[src/rtl/multicycle_pkg.sv]
// Shared encodings for the multicycle controller: state codes, opcodes and
// ALU/operand-select values, plus the opcode-to-state dispatch used in DECODE.
package multicycle_pkg;

  typedef enum logic [3:0] {
    S_FETCH     = 4'd0,
    S_DECODE    = 4'd1,
    S_MEM_ADDR  = 4'd2,
    S_MEM_READ  = 4'd3,
    S_MEM_WB    = 4'd4,
    S_MEM_WRITE = 4'd5,
    S_EXEC_R    = 4'd6,
    S_EXEC_I    = 4'd7,
    S_ALU_WB    = 4'd8,
    S_BRANCH    = 4'd9,
    S_TRAP      = 4'd10
  } stateT;

  localparam logic [6:0] OP_RTYPE  = 7'b0110011;
  localparam logic [6:0] OP_ITYPE  = 7'b0010011;
  localparam logic [6:0] OP_LOAD   = 7'b0000011;
  localparam logic [6:0] OP_STORE  = 7'b0100011;
  localparam logic [6:0] OP_BRANCH = 7'b1100011;

  typedef enum logic [1:0] {
    ALU_ADD    = 2'b00,
    ALU_SUB    = 2'b01,
    ALU_RFUNCT = 2'b10,
    ALU_IFUNCT = 2'b11
  } aluOpT;

  typedef enum logic [1:0] {
    SRCB_RS2  = 2'b00,
    SRCB_FOUR = 2'b01,
    SRCB_IMM  = 2'b10
  } srcBT;

  function automatic stateT decodeOp(input logic [6:0] op);
    stateT nxt;
    case (op)
      OP_RTYPE:           nxt = S_EXEC_R;
      OP_ITYPE:           nxt = S_EXEC_I;
      OP_LOAD, OP_STORE:  nxt = S_MEM_ADDR;
      OP_BRANCH:          nxt = S_BRANCH;
      default:            nxt = S_TRAP;
    endcase
    return nxt;
  endfunction

endpackage

[src/rtl/multicycle_control.sv]
// Multicycle datapath controller: a single FSM sequences fetch, decode,
// execute, memory and writeback, and traps on unknown opcodes until reset.
//
// state       | meaning
// FETCH       | read instruction at PC, PC+4; waits on mem_ready_i
// DECODE      | dispatch on opcode, branch target into ALUOut
// MEM_ADDR    | rs1 + imm effective address
// MEM_READ    | load data access; waits on mem_ready_i
// MEM_WB      | MDR into register file
// MEM_WRITE   | store data access; waits on mem_ready_i
// EXEC_R      | register-register ALU operation
// EXEC_I      | register-immediate ALU operation
// ALU_WB      | ALUOut into register file
// BRANCH      | compare rs1/rs2, conditional PC load
// TRAP        | illegal opcode, parked until reset
module multicycle_control
  import multicycle_pkg::*;
(
  input  logic       clk_i,
  input  logic       rst_i,
  input  logic [6:0] instr_op_i,
  input  logic       mem_ready_i,
  output logic       PCWrite_o,
  output logic       Branch_o,
  output logic       IorD_o,
  output logic       MemRead_o,
  output logic       MemWrite_o,
  output logic       IRWrite_o,
  output logic       MemtoReg_o,
  output logic       RegWrite_o,
  output logic       ALUSrcA_o,
  output logic [1:0] ALUSrcB_o,
  output logic [1:0] ALU_op_o,
  output logic       PCSource_o,
  output logic [3:0] state_o,
  output logic       illegal_o
);

  stateT stateQ, stateD;
  logic  illegalQ;

  always_ff @(posedge clk_i or negedge rst_i) begin
    if (!rst_i) begin
      stateQ   <= S_FETCH;
      illegalQ <= 1'b0;
    end else begin
      stateQ   <= stateD;
      illegalQ <= illegalQ | (stateD == S_TRAP);
    end
  end

  always_comb begin
    stateD = S_FETCH;
    case (stateQ)
      S_FETCH:     stateD = mem_ready_i ? S_DECODE : S_FETCH;
      S_DECODE:    stateD = decodeOp(instr_op_i);
      S_MEM_ADDR:  stateD = (instr_op_i == OP_LOAD) ? S_MEM_READ : S_MEM_WRITE;
      S_MEM_READ:  stateD = mem_ready_i ? S_MEM_WB : S_MEM_READ;
      S_MEM_WB:    stateD = S_FETCH;
      S_MEM_WRITE: stateD = mem_ready_i ? S_FETCH : S_MEM_WRITE;
      S_EXEC_R:    stateD = S_ALU_WB;
      S_EXEC_I:    stateD = S_ALU_WB;
      S_ALU_WB:    stateD = S_FETCH;
      S_BRANCH:    stateD = S_FETCH;
      S_TRAP:      stateD = S_TRAP;
      default:     stateD = S_FETCH;
    endcase
  end

  // rst_i gates the FETCH load strobes so nothing commits while reset is held.
  always_comb begin
    PCWrite_o  = 1'b0;
    Branch_o   = 1'b0;
    IorD_o     = 1'b0;
    MemRead_o  = 1'b0;
    MemWrite_o = 1'b0;
    IRWrite_o  = 1'b0;
    MemtoReg_o = 1'b0;
    RegWrite_o = 1'b0;
    ALUSrcA_o  = 1'b0;
    ALUSrcB_o  = SRCB_RS2;
    ALU_op_o   = ALU_ADD;
    PCSource_o = 1'b0;
    case (stateQ)
      S_FETCH: begin
        MemRead_o = 1'b1;
        ALUSrcB_o = SRCB_FOUR;
        IRWrite_o = mem_ready_i & rst_i;
        PCWrite_o = mem_ready_i & rst_i;
      end
      S_DECODE: ALUSrcB_o = SRCB_IMM;
      S_MEM_ADDR: begin
        ALUSrcA_o = 1'b1;
        ALUSrcB_o = SRCB_IMM;
      end
      S_MEM_READ: begin
        MemRead_o = 1'b1;
        IorD_o    = 1'b1;
      end
      S_MEM_WB: begin
        RegWrite_o = 1'b1;
        MemtoReg_o = 1'b1;
      end
      S_MEM_WRITE: begin
        MemWrite_o = 1'b1;
        IorD_o     = 1'b1;
      end
      S_EXEC_R: begin
        ALUSrcA_o = 1'b1;
        ALU_op_o  = ALU_RFUNCT;
      end
      S_EXEC_I: begin
        ALUSrcA_o = 1'b1;
        ALUSrcB_o = SRCB_IMM;
        ALU_op_o  = ALU_IFUNCT;
      end
      S_ALU_WB: RegWrite_o = 1'b1;
      S_BRANCH: begin
        ALUSrcA_o  = 1'b1;
        ALU_op_o   = ALU_SUB;
        Branch_o   = 1'b1;
        PCSource_o = 1'b1;
      end
      default: ;
    endcase
  end

  assign state_o   = stateQ;
  assign illegal_o = illegalQ;

endmodule

[config.mk]
export PLATFORM = sky130hd
export DESIGN_NAME = multicycle_control
export DESIGN_NICKNAME = d
export VERILOG_FILES = /design/src/rtl/multicycle_pkg.sv /design/src/rtl/multicycle_control.sv
export SDC_FILE = /design/constraint.sdc
export NUM_CORES = 1
export LEC_CHECK = 0
export CAP_MARGIN = 5
export CORE_AREA = 2 2 39 41
export DETAILED_ROUTE_END_ITERATION = 7
export DIE_AREA = 0 0 41 43
export DONT_BUFFER_PORTS = 1
export GPL_TIMING_DRIVEN = 0
export PLACE_DENSITY_LB_ADDON = 0.1
export SLEW_MARGIN = 20
export SYNTH_ARGS = -nofsm -noshare
export SYNTH_HDL_FRONTEND = slang
export SYNTH_SLANG_ARGS = --single-unit
[constraint.sdc]
create_clock -name clk_i -period 1.2 [get_ports clk_i]
set_input_delay 0.18 -clock clk_i [delete_from_list [all_inputs] [get_ports clk_i]]
set_output_delay 0.18 -clock clk_i [all_outputs]
set_load 0.05 [all_outputs]
# After elaboration in Yosys (flattened, before gate mapping)
# Index checks and enable logic that the tools add are counted.
[totals]
ff_bits = 5
in_bits = 10
out_inout_bits = 19
wordCells = 44
[classes]
n_eq_ne = 16
n_mux = 16
bitwise_logic = 2
reduce_logical = 8
[ops]
columns = ["operator", "n"]
rows = [
  ["4-bit one-hot mux with 7 select lines", 1],
  ["4-bit by 3-bit == test with 1-bit output, second input constant", 4],
  ["4-bit == test, second input constant", 4],
  ["4-bit one-hot mux with 4 select lines", 1],
  ["7-bit by 6-bit == test with 1-bit output, second input constant", 2],
  ["2-bit OR reduction", 5],
  ["1-bit two-way mux", 9],
  ["3-bit two-way mux", 3],
  ["4-bit by 2-bit == test with 1-bit output, second input constant", 2],
  ["7-bit by 2-bit == test with 1-bit output, second input constant", 1],
  ["7-bit by 5-bit == test with 1-bit output, second input constant", 1],
  ["7-bit == test, second input constant", 1],
  ["2-bit one-hot mux with 3 select lines", 1],
  ["4-bit by 1-bit == test with 1-bit output, second input constant", 1],
  ["4-bit zero test", 1],
  ["2-bit one-hot mux with 2 select lines", 1],
  ["4-bit OR reduction", 1],
  ["3-bit OR reduction", 1],
  ["1-bit bitwise AND", 1],
  ["1-bit bitwise OR", 1],
]

# Depth between registers and ports, before layout
[depth]
ltp_word = 6
ltp_mapped = 5
ltp_nobuf = 4

# Worst setup path after synthesis
# Ideal clock, no wire load.
[synth_timing]
kind = "reg-to-output"
startpoint = "reg stateQ[0] (netlist: state_o[0])"
endpoint = "out PCWrite_o"
arrival_time_ps = 3388
t_required_ps = 1020
path_slack_ps = -2368
stages_incl_launch_ff = 5
path_buffers = 2
cell_sequence = "dfrtp_1 buf_6 nor4_1 and3_1 buf_4"
[synth_via]
elab_chain_cells = 2
[synth_lines]
columns = ["element", "line", "text"]
rows = [
  ["from (decl)", "multicycle_control.sv:39", "stateT stateQ, stateD;"],
  ["from (signal assigned)", "multicycle_control.sv:47", "stateQ <= stateD;"],
  ["4-bit zero test", "-", ""],
  ["1-bit two-way mux", "-", ""],
  ["to (decl)", "multicycle_control.sv:23", "output logic PCWrite_o,"],
]
# Every way passes these cells.

# Worst setup path in the final report
[layout_timing]
startpoint = "reg stateQ[1] (netlist: state_o[1])"
endpoint = "out PCWrite_o"
# Same word-level chain as after synthesis.

==> out/metrics.cfg <==
[outcome]
status = complete, but fails checks
violations = negative setup slack

[grt]
grt_pass1_vias = 529
grt_use_total_pct = 19.8
grt_first_pass_wirelength_mm = 2.35
grt_start_max_net_pins = 11
grt_antenna_before_repair = 0
grt-ovfl-total = 0

[detailed_routing]
vias = 545
routed_via_density = 5.51
wl_per_cell_um = 15.0
drc = 0
first_pass_iters = 2
ant_nets = 0
routed_wl_mm = 1.48
drtIter0Drc = 2

[cells_and_area]
fill_cells = 101
final_layout_size_suffix_gt1_share_pct = 69.9
antenna_cells = 0
nets = 94
syn_to_final_growth_pct = 96.8

[worst_setup_path]
max_stage_delay_ns = 0.69
cp_top_family = simple AND/OR/NAND/NOR gates
cpMostUsedCell = buf_8
crit_slowest_cell = nor4_4
cp.arrival_ns = 2.25
r2r_start = state_o[1]
path_buf_inv = 2
r2r_slack_ns = -0.52
path_cells = buf_8 > nor4_4 > and3_4 > buf_8
timing.rr.end = illegal_o
critPathKind = flop to primary output
worstSetupStartpointType = flop
r2r_cells = 8
crit_required_ns = 1.02
endpoint_kind = primary output
cp-startpoint = state_o[1]
crit_fanout = 4

[clock_tree]
clk_pin_slew_ns = 0.04
cts_made_buffers = 3
numClockSinks = 5
cts_tree = yes
h-tree-depth = 1
clk_latency_ns = 0.24
clk_path_buf_depth = 2
cts_root_buffer = clkbuf_4

[yosys]
yosys_most_used_dff = dfrtp_1
ys_warn_count = 0
synth_most_common_cell = nor2_1
ys_types = 28
yosys-top-cells-count = 8 x nor2_1, 6 x nand2b_1, 5 x dfrtp_1, 5 x nor2b_1
ys_top_cells_by_area = dfrtp_1 24%, nand2b_1 7.3%, nor2b_1 6.1%
seq_area_frac_synth_pct = 24.4
ys_ff_latch = 5
syn_area_per_cell_um2 = 8.00
synthArstFlopShare_pct = 100
netlist_instances = 64
syn_area_um2 = 512
synth_edf_count = 0
syn_nets = 74
yosys.area.top_type_share_pct = 24.4
yosysTopAreaCell = dfrtp_1

[die]
start_util_pct = 37.0
die-area_um2 = 1760
rows = 14
io_pins = 29
fp.coreArea_um2 = 1380
fp.dieW_um = 41
die_y_um = 43

[min_path]
holdPathEnd = state_o[0]
min_path_type = input port to flop
min-delay-start = mem_ready_i
whs_path_depth = 2

[sta]
max_freq_ghz = 0.412
setup_slack_ns = -1.23
fin_hold_ws_ns = 0.102
hold_viol = 0
layout_min_cycle_time_ns = 2.43
rsz0062_at_grt = yes
slew_headroom_pct = 49.2
skew_ns = 0.00418
maxSlewViolCount = 0
worstMarginPinSlew_ns = 0.757
setup_viol = 19
finalCritPeriodShare_pct = 202

[place]
place_congestion = 0.763
io_buffers = 0
dpl.hpwl_um = 941

[flow_run]
drv_cap = 0

-- worst reg2reg max path, cell delays in order, from the launching register on --
cell and delay, ns:
dfrtp_2 0.52, buf_8 0.18, buf_4 0.14, buf_12 0.14, buf_6 0.12, nor2b_4 0.12
nand4b_1 0.09, o211ai_1 0.12, a21o_1 0.18
-- worst max path at each step --
stage / to / slack (ns) / depth (start not counted)
global placement: PCWrite_o / -1.02 / 4
CTS: PCWrite_o / -1.26 / 4
global route: PCWrite_o / -1.29 / 4
floorplan: PCWrite_o / -0.97 / 4
detailed placement: PCWrite_o / -1.02 / 4
finish: PCWrite_o / -1.23 / 4
-- placed cells by master, fill, tap and decap left out, drive strengths merged --
cell         netlist  final
nor3               3      3
o22ai              1      1
a211oi             2      2
nand2              3      3
nand4bb            1      1
o31ai              1      1
o21ai              3      3
nor4               1      1
a21oi              2      2
clkbuf             0      4
xnor2              1      1
nand2b             6      6
nand4b             1      1
nor2b              5      5
o211ai             1      1
mux2i              1      1
and3               2      2
buf                6     20
o2111ai            1      1
o2bb2ai            1      1
a21o               3      3
dlygate4sd3        0      1
inv                1      1
o32ai              1      1
nor2               8      8
dfrtp              5      5
or4                1      1
nor3b              3      3
-- repair_timing --
action / in CTS / in global routing
pin swaps: 16 / 11
buffers inserted: 11 / 7
endpoints found under the setup margin: 19 / 19
resized for setup: 39 / 7
hold buffers: 1 / 0
endpoints found under the hold margin: 5 / 0
cloned: 0 / 0
-- final cells by class --
| cell class | instances | area [um2] | area share (%) |
|---|---|---|---|
| well taps | 16 | 20.0 | 1.99 |
| plain buffers | 6 | 75.1 | 7.45 |
| repair buffers | 15 | 158 | 15.7 |
| multi-input cells | 52 | 594 | 59.0 |
| flip-flops and latches | 5 | 130 | 12.9 |
| clock buffers | 4 | 26.3 | 2.61 |
| inverters | 1 | 3.75 | 0.373 |
-- routing by layer --
layer	track usage, %	up-vias	wire (um)
li1	-	272	-
met1	26.8	261	653
met2	29.7	12	780
met3	5.24	0	49
met4	6.00	0	0
met5	0	-	0
-- flip-flops by register name, indices dropped and copies added (netlist names) --
register / cells
illegal_o: 1
state_o: 4
-- per-stage QoR --
step	cell area [um2]	cells	TNS (ns)	setup slack [ns]	utilization, %
2_1_floorplan	649	64	-6.42	-0.973	-
4_1_cts	963	96	-13.47	-1.26	69.6
3_5_place_dp	669	80	-7.76	-1.02	48.4
3_3_place_gp	669	80	-7.78	-1.02	48.4
5_1_grt	1010	99	-13.41	-1.29	72.8
6_report	1010	99	-12.40	-1.23	72.8
-- logic make-up after synthesis --
logic type | count (synthesis) | share of synthesized area (%)
compound gates | 16 | 21.5
simple gates | 34 | 41.1
mux | 1 | 1.96
buf+inv | 7 | 9.29
xor+xnor | 1 | 1.71
flops | 5 | 24.4
Power is left out: the tool's default activity adds up to more than one toggle a clock period on the data nets, which glitch-free logic cannot reach.
